==> config.mk <==
export PLATFORM = sky130hd
export DESIGN_NAME = tdc_channel_cfg
export DESIGN_NICKNAME = d
export VERILOG_FILES = /design/src/rtl/tdc_channel_cfg_pkg.sv /design/src/rtl/tdc_cfg_notify_fsm.sv /design/src/rtl/tdc_channel_cfg.sv
export SDC_FILE = /design/constraint.sdc
export NUM_CORES = 1
export LEC_CHECK = 0
export CAP_MARGIN = 25
export CORE_ASPECT_RATIO = 1.25
export CORE_MARGIN = 2
export CORE_UTILIZATION = 55
export CTS_BUF_LIST = sky130_fd_sc_hd__clkbuf_2
export CTS_CLUSTER_DIAMETER = 120
export DETAILED_ROUTE_END_ITERATION = 10
export PLACE_DENSITY = 0.85
export SYNTH_ARGS = -nofsm -noshare
export SYNTH_HDL_FRONTEND = slang
export SYNTH_SLANG_ARGS = --single-unit
==> constraint.sdc <==
create_clock -name clk -period 5.2 [get_ports clk]
set_input_delay 0.78 -clock clk [delete_from_list [all_inputs] [get_ports clk]]
set_output_delay 0.78 -clock clk [all_outputs]
set_load 0.01 [all_outputs]
==> src/rtl/tdc_channel_cfg_pkg.sv <==
// -----------------------------------------------------------------------------
// TDCChannelCfgPackage
// Shared definitions for the TDC channel configuration stage:
//   - register-port address map
//   - bit positions inside the CTRL register
//   - position of the master enable inside the published word
//   - handshake FSM state type
//   - helper that builds the "implemented channels" mask for a channel count
// -----------------------------------------------------------------------------
package TDCChannelCfgPackage;

    // Register-port address map
    localparam logic [1:0] ADDR_CH_MASK  = 2'd0;
    localparam logic [1:0] ADDR_CTRL     = 2'd1;
    localparam logic [1:0] ADDR_PUB_MASK = 2'd2;
    localparam logic [1:0] ADDR_PUB_CTRL = 2'd3;

    // CTRL register bit indices
    localparam int MASTER = 0;
    localparam int COMMIT = 1;
    localparam int AUTO   = 2;

    // Master enable position inside activate_channels
    localparam int MASTER_BIT = 16;

    // Consumer handshake states
    typedef enum logic [1:0] {
        IDLE  = 2'd0,
        ACK   = 2'd1,
        GUARD = 2'd2
    } fsm_state_e;

    // One bit set per implemented channel; bits at or above count stay 0.
    function automatic logic [15:0] channel_limit_mask(input int count);
        logic [15:0] m;
        m = '0;
        for (int i = 0; i < 16; i++) begin
            m[i] = (i < count);
        end
        return m;
    endfunction

endpackage

==> src/rtl/tdc_cfg_notify_fsm.sv <==
// -----------------------------------------------------------------------------
// tdc_cfg_notify_fsm
// Owns the published configuration word and the consumer handshake:
// applies commits (immediately in IDLE, deferred while ACK/GUARD), tracks
// channel_changed and produces the one-cycle read acknowledge.
//
// Ports:
//   clk              system clock
//   reset            asynchronous active-high reset
//   commit_req_i     a commit is requested this cycle
//   commit_value_i   staged value after this edge (includes same-cycle write)
//   staged_value_i   staged value currently held (used for deferred commits)
//   read_req_i       consumer read request (level)
//   published_o      published word {master, mask[15:0]}
//   channel_changed_o published word changed, not yet acknowledged
//   read_ack_o       one-cycle acknowledge; published_o valid this cycle
//   apply_o          a commit is applied at the coming edge
// -----------------------------------------------------------------------------
module tdc_cfg_notify_fsm
    import TDCChannelCfgPackage::*;
(
    input  logic        clk,
    input  logic        reset,
    input  logic        commit_req_i,
    input  logic [16:0] commit_value_i,
    input  logic [16:0] staged_value_i,
    input  logic        read_req_i,
    output logic [16:0] published_o,
    output logic        channel_changed_o,
    output logic        read_ack_o,
    output logic        apply_o
);

    fsm_state_e  state_q, state_d;
    logic        pending_q, pending_d;
    logic [16:0] published_q, published_d;
    logic        changed_q, changed_d;
    logic        read_ack_q;
    logic        apply;
    logic [16:0] apply_value;
    logic        set_changed;
    logic        enter_ack;

    always_comb begin
        state_d     = state_q;
        pending_d   = pending_q;
        published_d = published_q;
        changed_d   = changed_q;
        apply       = 1'b0;
        apply_value = staged_value_i;
        set_changed = 1'b0;
        enter_ack   = 1'b0;

        case (state_q)
            IDLE: begin
                // A fresh commit carries the same-cycle write data; a
                // deferred-only commit takes whatever staging holds now.
                apply       = commit_req_i | pending_q;
                apply_value = commit_req_i ? commit_value_i : staged_value_i;
                pending_d   = 1'b0;
                if (apply) begin
                    published_d = apply_value;
                end else if (read_req_i) begin
                    // Ack is held off while a commit lands so the consumer
                    // always latches the newest value.
                    state_d = ACK;
                end
            end
            ACK: begin
                pending_d = pending_q | commit_req_i;
                state_d   = GUARD;
            end
            GUARD: begin
                // Request ignored here: consumer may drop it one cycle late.
                pending_d = pending_q | commit_req_i;
                state_d   = IDLE;
            end
            default: begin
                state_d   = IDLE;
                pending_d = 1'b0;
            end
        endcase

        set_changed = apply && (apply_value != published_q);
        enter_ack   = (state_q == IDLE) && (state_d == ACK);

        // Set has priority over the clear on ack entry.
        if (set_changed) begin
            changed_d = 1'b1;
        end else if (enter_ack) begin
            changed_d = 1'b0;
        end
    end

    always_ff @(posedge clk or posedge reset) begin
        if (reset) begin
            state_q     <= IDLE;
            pending_q   <= 1'b0;
            published_q <= '0;
            changed_q   <= 1'b0;
            read_ack_q  <= 1'b0;
        end else begin
            state_q     <= state_d;
            pending_q   <= pending_d;
            published_q <= published_d;
            changed_q   <= changed_d;
            read_ack_q  <= (state_d == ACK);
        end
    end

    assign published_o       = published_q;
    assign channel_changed_o = changed_q;
    assign read_ack_o        = read_ack_q;
    assign apply_o           = apply;

endmodule

==> src/rtl/tdc_channel_cfg.sv <==
// -----------------------------------------------------------------------------
// tdc_channel_cfg
// Configuration register stage in front of the TDC channel-enable block.
// Host writes a staged channel mask / master enable through a 2-bit-address
// register port; commits publish the staged value on activate_channels, and
// the consumer fetches it with a read_active_channel / read_ack handshake.
//
// Optional build macro:
//   TDC_CFG_COMMIT_CNT_EN  adds an 8-bit wrapping count of applied commits,
//                          readable at address 3 bits [15:8] (0 otherwise).
//
// Ports:
//   clk                  system clock
//   reset                asynchronous active-high reset
//   cfg_wr / cfg_rd      host write / read strobes (one cycle each)
//   cfg_addr             register address
//   cfg_wdata            write data
//   cfg_rdata            read data (held between reads)
//   cfg_rvalid           one-cycle read data valid
//   activate_channels    published {master, mask[15:0]}
//   channel_changed      published value changed, not yet acknowledged
//   read_active_channel  consumer request (level)
//   read_ack             one-cycle acknowledge
// -----------------------------------------------------------------------------
module tdc_channel_cfg
    import TDCChannelCfgPackage::*;
#(
    parameter int CHANNEL_COUNT = 2
) (
    input  logic        clk,
    input  logic        reset,
    input  logic        cfg_wr,
    input  logic        cfg_rd,
    input  logic [1:0]  cfg_addr,
    input  logic [15:0] cfg_wdata,
    output logic [15:0] cfg_rdata,
    output logic        cfg_rvalid,
    output logic [16:0] activate_channels,
    output logic        channel_changed,
    input  logic        read_active_channel,
    output logic        read_ack
);

    localparam logic [15:0] CH_LIMIT = channel_limit_mask(CHANNEL_COUNT);

    logic [15:0] staged_mask_q, staged_mask_d;
    logic        staged_master_q, staged_master_d;
    logic        auto_commit_q, auto_commit_d;
    logic [15:0] cfg_rdata_q, cfg_rdata_d;
    logic        cfg_rvalid_q;

    logic        wr_mask;
    logic        wr_ctrl;
    logic        commit_req;
    logic        apply;
    logic [16:0] published;
    logic [7:0]  commit_cnt;

    assign wr_mask = cfg_wr && (cfg_addr == ADDR_CH_MASK);
    assign wr_ctrl = cfg_wr && (cfg_addr == ADDR_CTRL);

    always_comb begin
        staged_mask_d   = wr_mask ? (cfg_wdata & CH_LIMIT) : staged_mask_q;
        staged_master_d = wr_ctrl ? cfg_wdata[MASTER] : staged_master_q;
        auto_commit_d   = wr_ctrl ? cfg_wdata[AUTO]   : auto_commit_q;
    end

    // Auto-commit uses its pre-write value, so the write that turns it on
    // does not itself commit.
    assign commit_req = (wr_ctrl && cfg_wdata[COMMIT]) ||
                        (auto_commit_q && (wr_mask || wr_ctrl));

    tdc_cfg_notify_fsm u_notify (
        .clk               (clk),
        .reset             (reset),
        .commit_req_i      (commit_req),
        .commit_value_i    ({staged_master_d, staged_mask_d}),
        .staged_value_i    ({staged_master_q, staged_mask_q}),
        .read_req_i        (read_active_channel),
        .published_o       (published),
        .channel_changed_o (channel_changed),
        .read_ack_o        (read_ack),
        .apply_o           (apply)
    );

`ifdef TDC_CFG_COMMIT_CNT_EN
    logic [7:0] commit_cnt_q;

    always_ff @(posedge clk or posedge reset) begin
        if (reset) begin
            commit_cnt_q <= '0;
        end else if (apply) begin
            commit_cnt_q <= commit_cnt_q + 8'd1;
        end
    end

    assign commit_cnt = commit_cnt_q;
`else
    logic unused_apply;
    assign unused_apply = apply;
    assign commit_cnt   = 8'd0;
`endif

    always_comb begin
        cfg_rdata_d = cfg_rdata_q;
        if (cfg_rd) begin
            case (cfg_addr)
                ADDR_CH_MASK:  cfg_rdata_d = staged_mask_q;
                ADDR_CTRL:     cfg_rdata_d = {13'b0, auto_commit_q, 1'b0, staged_master_q};
                ADDR_PUB_MASK: cfg_rdata_d = published[15:0];
                default:       cfg_rdata_d = {commit_cnt, 7'b0, published[MASTER_BIT]};
            endcase
        end
    end

    always_ff @(posedge clk or posedge reset) begin
        if (reset) begin
            staged_mask_q   <= '0;
            staged_master_q <= 1'b0;
            auto_commit_q   <= 1'b0;
            cfg_rdata_q     <= '0;
            cfg_rvalid_q    <= 1'b0;
        end else begin
            staged_mask_q   <= staged_mask_d;
            staged_master_q <= staged_master_d;
            auto_commit_q   <= auto_commit_d;
            cfg_rdata_q     <= cfg_rdata_d;
            cfg_rvalid_q    <= cfg_rd;
        end
    end

    assign cfg_rdata         = cfg_rdata_q;
    assign cfg_rvalid        = cfg_rvalid_q;
    assign activate_channels = published;

endmodule

==> results by group <==
Yosys
  • Number of distinct standard cells referenced by the synthesized netlist: 33
  • Compound-gate portion of the synthesized area: 12.99%
  • Post-synth EDFFs: 0
  • Share of cell area taken by muxes after synthesis: 10.49%
  • Portion of synthesized cell area occupied by the leading cell type: 51.77%
  • Largest area contributor in the synthesized netlist: dfrtp_1
  • Predominant post-synthesis flop cell: dfrtp_1
  • Number of nets in the synthesized netlist: 290
  • Post-synthesis average cell area: 10.40 sq um
  • Synthesized instance count: 265
  • Warning count from the yosys run: 0
  • Share of the synthesized netlist area taken by xor and xnor gates: 3.179%
  • Post-synthesis instance area: 0.002755 sq mm
  • Main combinational cell family by area after synthesis: simple AND/OR/NAND/NOR gates
  • Fraction of the mapped netlist area in adder cells: 0.9083%
  • Share of synthesized area occupied by flip-flops and latches: 51.77%
  • Fraction of synthesis flops using an asynchronous set or reset pin: 100.0%
  • Largest cells by area after synthesis: dfrtp_1 (52%), mux2i_1 (7.6%), nand2_1 (4.9%)
  • Flops & latches, synth: 57
  • Simple logic cell fraction of the synthesized area: 15.26%

Global route
  • Initial antenna violation count: 0
  • First-pass GRT wire length: 9846 microns
  • Number of global-route vias before repair: 1995
  • Total overflow reported by the global router: 0
  • Maximum number of pins on one net before global-route repair: 58
  • All-Layer GR Usage: 23.48%

Detailed routing
  • Vias/cell: 5.646
  • First-pass iteration count of the detailed router: 5
  • Wire per inst: 15.88 microns
  • DRC viols: 0
  • Drt total wl: 5925 microns
  • Number of vias after detailed routing: 2106
  • Count of nets left with antenna violations after detail routing: 0
  • Drt first-iter violations: 185

STA
  • Crit share post-route: 54.09%
  • Final TNS setup: 0 ns
  • Max-slew headroom: 49.52%
  • Clock Skew: 0.01169 ns
  • Endpoints failing hold: 0
  • Measured slew at the worst slew-check pin: 0.7548 ns
  • Final Max Slew Viols: 0
  • Maximum operating frequency: 0.3555 GHz
  • Minimum clock period after layout: 2.813 ns
  • Count of endpoints failing setup in the final report: 0
  • Setup repair after global routing missed its margin: false

Power and ir drop
  • Cell area power density: 289.0 mW/mm^2
  • LEAKAGE: 1.407 nW
  • VDD IR-drop max: 0.2692 mV

Place
  • Gp weighted congestion: 0.8044
  • # port buffers: 45
  • Post-Place Cells: 360
  • Detailed placement HPWL: 3979 microns
  • Post-placement cell area: 0.003233 sq mm

Finish
  • Ratio of cells with drive above 1 in the final layout: 8.307%
  • Ant. Diodes: 0
  • Final cell count without fillers: 373
  • Final nets: 336
  • Synthesis-to-layout area growth: 19.66%
  • Post-layout instance area: 0.003297 sq mm
  • Layout fillers: 397

Clock tree
  • Post-cts resize count: 0
  • TritonCTS clock tree: yes
  • Post-CTS clock slew at the launch and capture registers of the worst setup and hold paths: 0.14 ns
  • Number of buffers added by the clock tree synthesis step: 9
  • Number of hold buffers added after CTS: 0
  • CTS root buf: clkbuf_2
  • Worst-case clock buffer depth: 2
  • CTS sink cnt: 57
  • Post-CTS setup-driven buffer insertion count: 0
  • Clock latency on the worst-skew pair: 0.45 ns
  • Number of H-tree branching levels: 3

Worst setup path
  • Data required time of the critical path: 5.54 ns
  • Kind of critical path: in -> reg
  • Cell chain of the critical path: clkdlybuf4s50_1, buf_4, nor3b_4, buf_4, a21oi_1, o32ai_1, nand2_1, nor4_1, o211ai_1
  • Worst path most repeated cell: buf_4
  • CP delay by family, top: simple AND/OR/NAND/NOR gates
  • CP Buf/Inv Count: 3
  • Slowest-stage cell, CP: nor3b_4
  • Slowest stage delay, CP: 0.44 ns
  • Arrival time of data at the critical path endpoint: 3.15 ns
  • Biggest fanout along the worst timing path: 20
  • Startpoint Class: primary input
  • Type of element capturing the critical path: register

Floorplanning
  • # IOs: 59
  • Initial Utilization: 57.83%
  • Number of cell rows: 28
  • Die ar.: 0.005595 sq mm
  • Horizontal die dimension: 67.31 microns
  • Floorplan die height: 83.13 microns
  • Area of the core: 0.004765 sq mm

Run
  • MaxCap Viol Count: 0

Status
  • Status: finished clean

Worst hold path
  • Worst hold-check path type: reg -> reg
==> metrics by stage <==
stage          power [mW]  setup slack [ns]  hold slack, ns  utilization, %
3_3_place_gp       0.7511             1.998          0.4693           67.86
2_1_floorplan      0.6649             3.020          0.4780               -
6_report           0.9527             2.387          0.5028           69.20
5_1_grt             1.007             2.273          0.5342           69.20
4_1_cts            0.9599             2.400          0.5027           69.20
3_5_place_dp       0.7601             1.929          0.4705           67.86
==> worst register-to-register path: stages, from the launching register on <==
cell      delay, ns
dfrtp_1        0.42
inv_1          0.07
ha_1           0.21
and2_1         0.29
and2_4         0.29
mux2i_1        0.24
xnor2_1        0.08
nor4_1         0.37
o211ai_1       0.14
==> kinds of logic after synthesis <==
group	after synthesis
AOI/OAI and AO/OA	57
DFF	57
adders and majority gates	2
buffers and inverters	33
muxes	27
and+or+nand+nor	79
xor gates and xnor gates	10
==> area by class of cell <==
class	count	area, sq um	share of cell area (%)
inverters	19	71.32	2.163
well taps	60	75.07	2.277
clock inverters	2	8.758	0.2657
repair buffers	49	480.5	14.57
multi-input cells	175	1180	35.79
clock buffers	11	55.05	1.670
flip-flops and latches	57	1426	43.26
==> worst paths after layout <==
path / from / to / slack [ns] / depth (start not counted)
worst max-delay path: cfg_addr[1] / u_notify.channel_changed_o / 2.39 / 9
max in group asynchronous: reset / u_notify.published_o[15] / 3.90 / 3
worst min register to register: cfg_rdata[2] / cfg_rdata[2] / 0.50 / 1
worst max register to register: u_notify.state_q[0] / u_notify.channel_changed_o / 2.98 / 8
worst min-delay path: cfg_rdata[2] / cfg_rdata[2] / 0.50 / 1
min in group asynchronous: reset / u_notify.published_o[8] / 0.81 / 3
==> placed cells by master, fill, tap and decap left out, drive strengths merged, types with 7 or more instances in the layout <==
cell type	n
dfrtp	57
clkdlybuf4s50	45
nand2	36
mux2i	21
inv	19
o21ai	18
nor2b	15
o22ai	14
nor2	13
clkbuf	11
xnor2	9
a31oi	8
nor4bb	7
o32ai	7
==> per-layer routing <==
layer,part of all wire [%],vias to the layer above,GRT usage [%]
li1,-,1012,-
met1,43,1026,31.11
met2,51,59,37.08
met3,4.1,9,5.827
met4,1.7,0,8.349
met5,0,-,0
==> Yosys cell counts, types with 2 or more instances <==
cell and number:
nor4bb_1 7, buf_2 5, mux2_2 5, a31oi_1 8, o22ai_1 14, o32ai_1 7
nand2b_1 2, dfrtp_1 57, inv_1 19, mux2i_1 21, nor2b_1 15, a21oi_1 4
xnor2_1 9, o21ai_0 18, a21o_1 2, nor2_1 13, buf_6 2, ha_1 2
nand2_1 36, clkbuf_1 6
==> where the power goes <==
part           internal, mW  leakage, nW  switching (mW)
registers             0.482        0.772          0.0296
clock network        0.0573       0.0512           0.146
logic                 0.111        0.584           0.127
==> flip-flops by register name, summed over array words and instances (netlist names) <==
signal                      flops
cfg_rdata                      16
auto_commit_q                   1
u_notify.pending_q              1
u_notify.read_ack_o             1
staged_master_q                 1
staged_mask_q                  16
u_notify.state_q                2
u_notify.channel_changed_o      1
cfg_rvalid                      1
u_notify.published_o           17
Note: power is estimated with default switching activity, not from simulation.
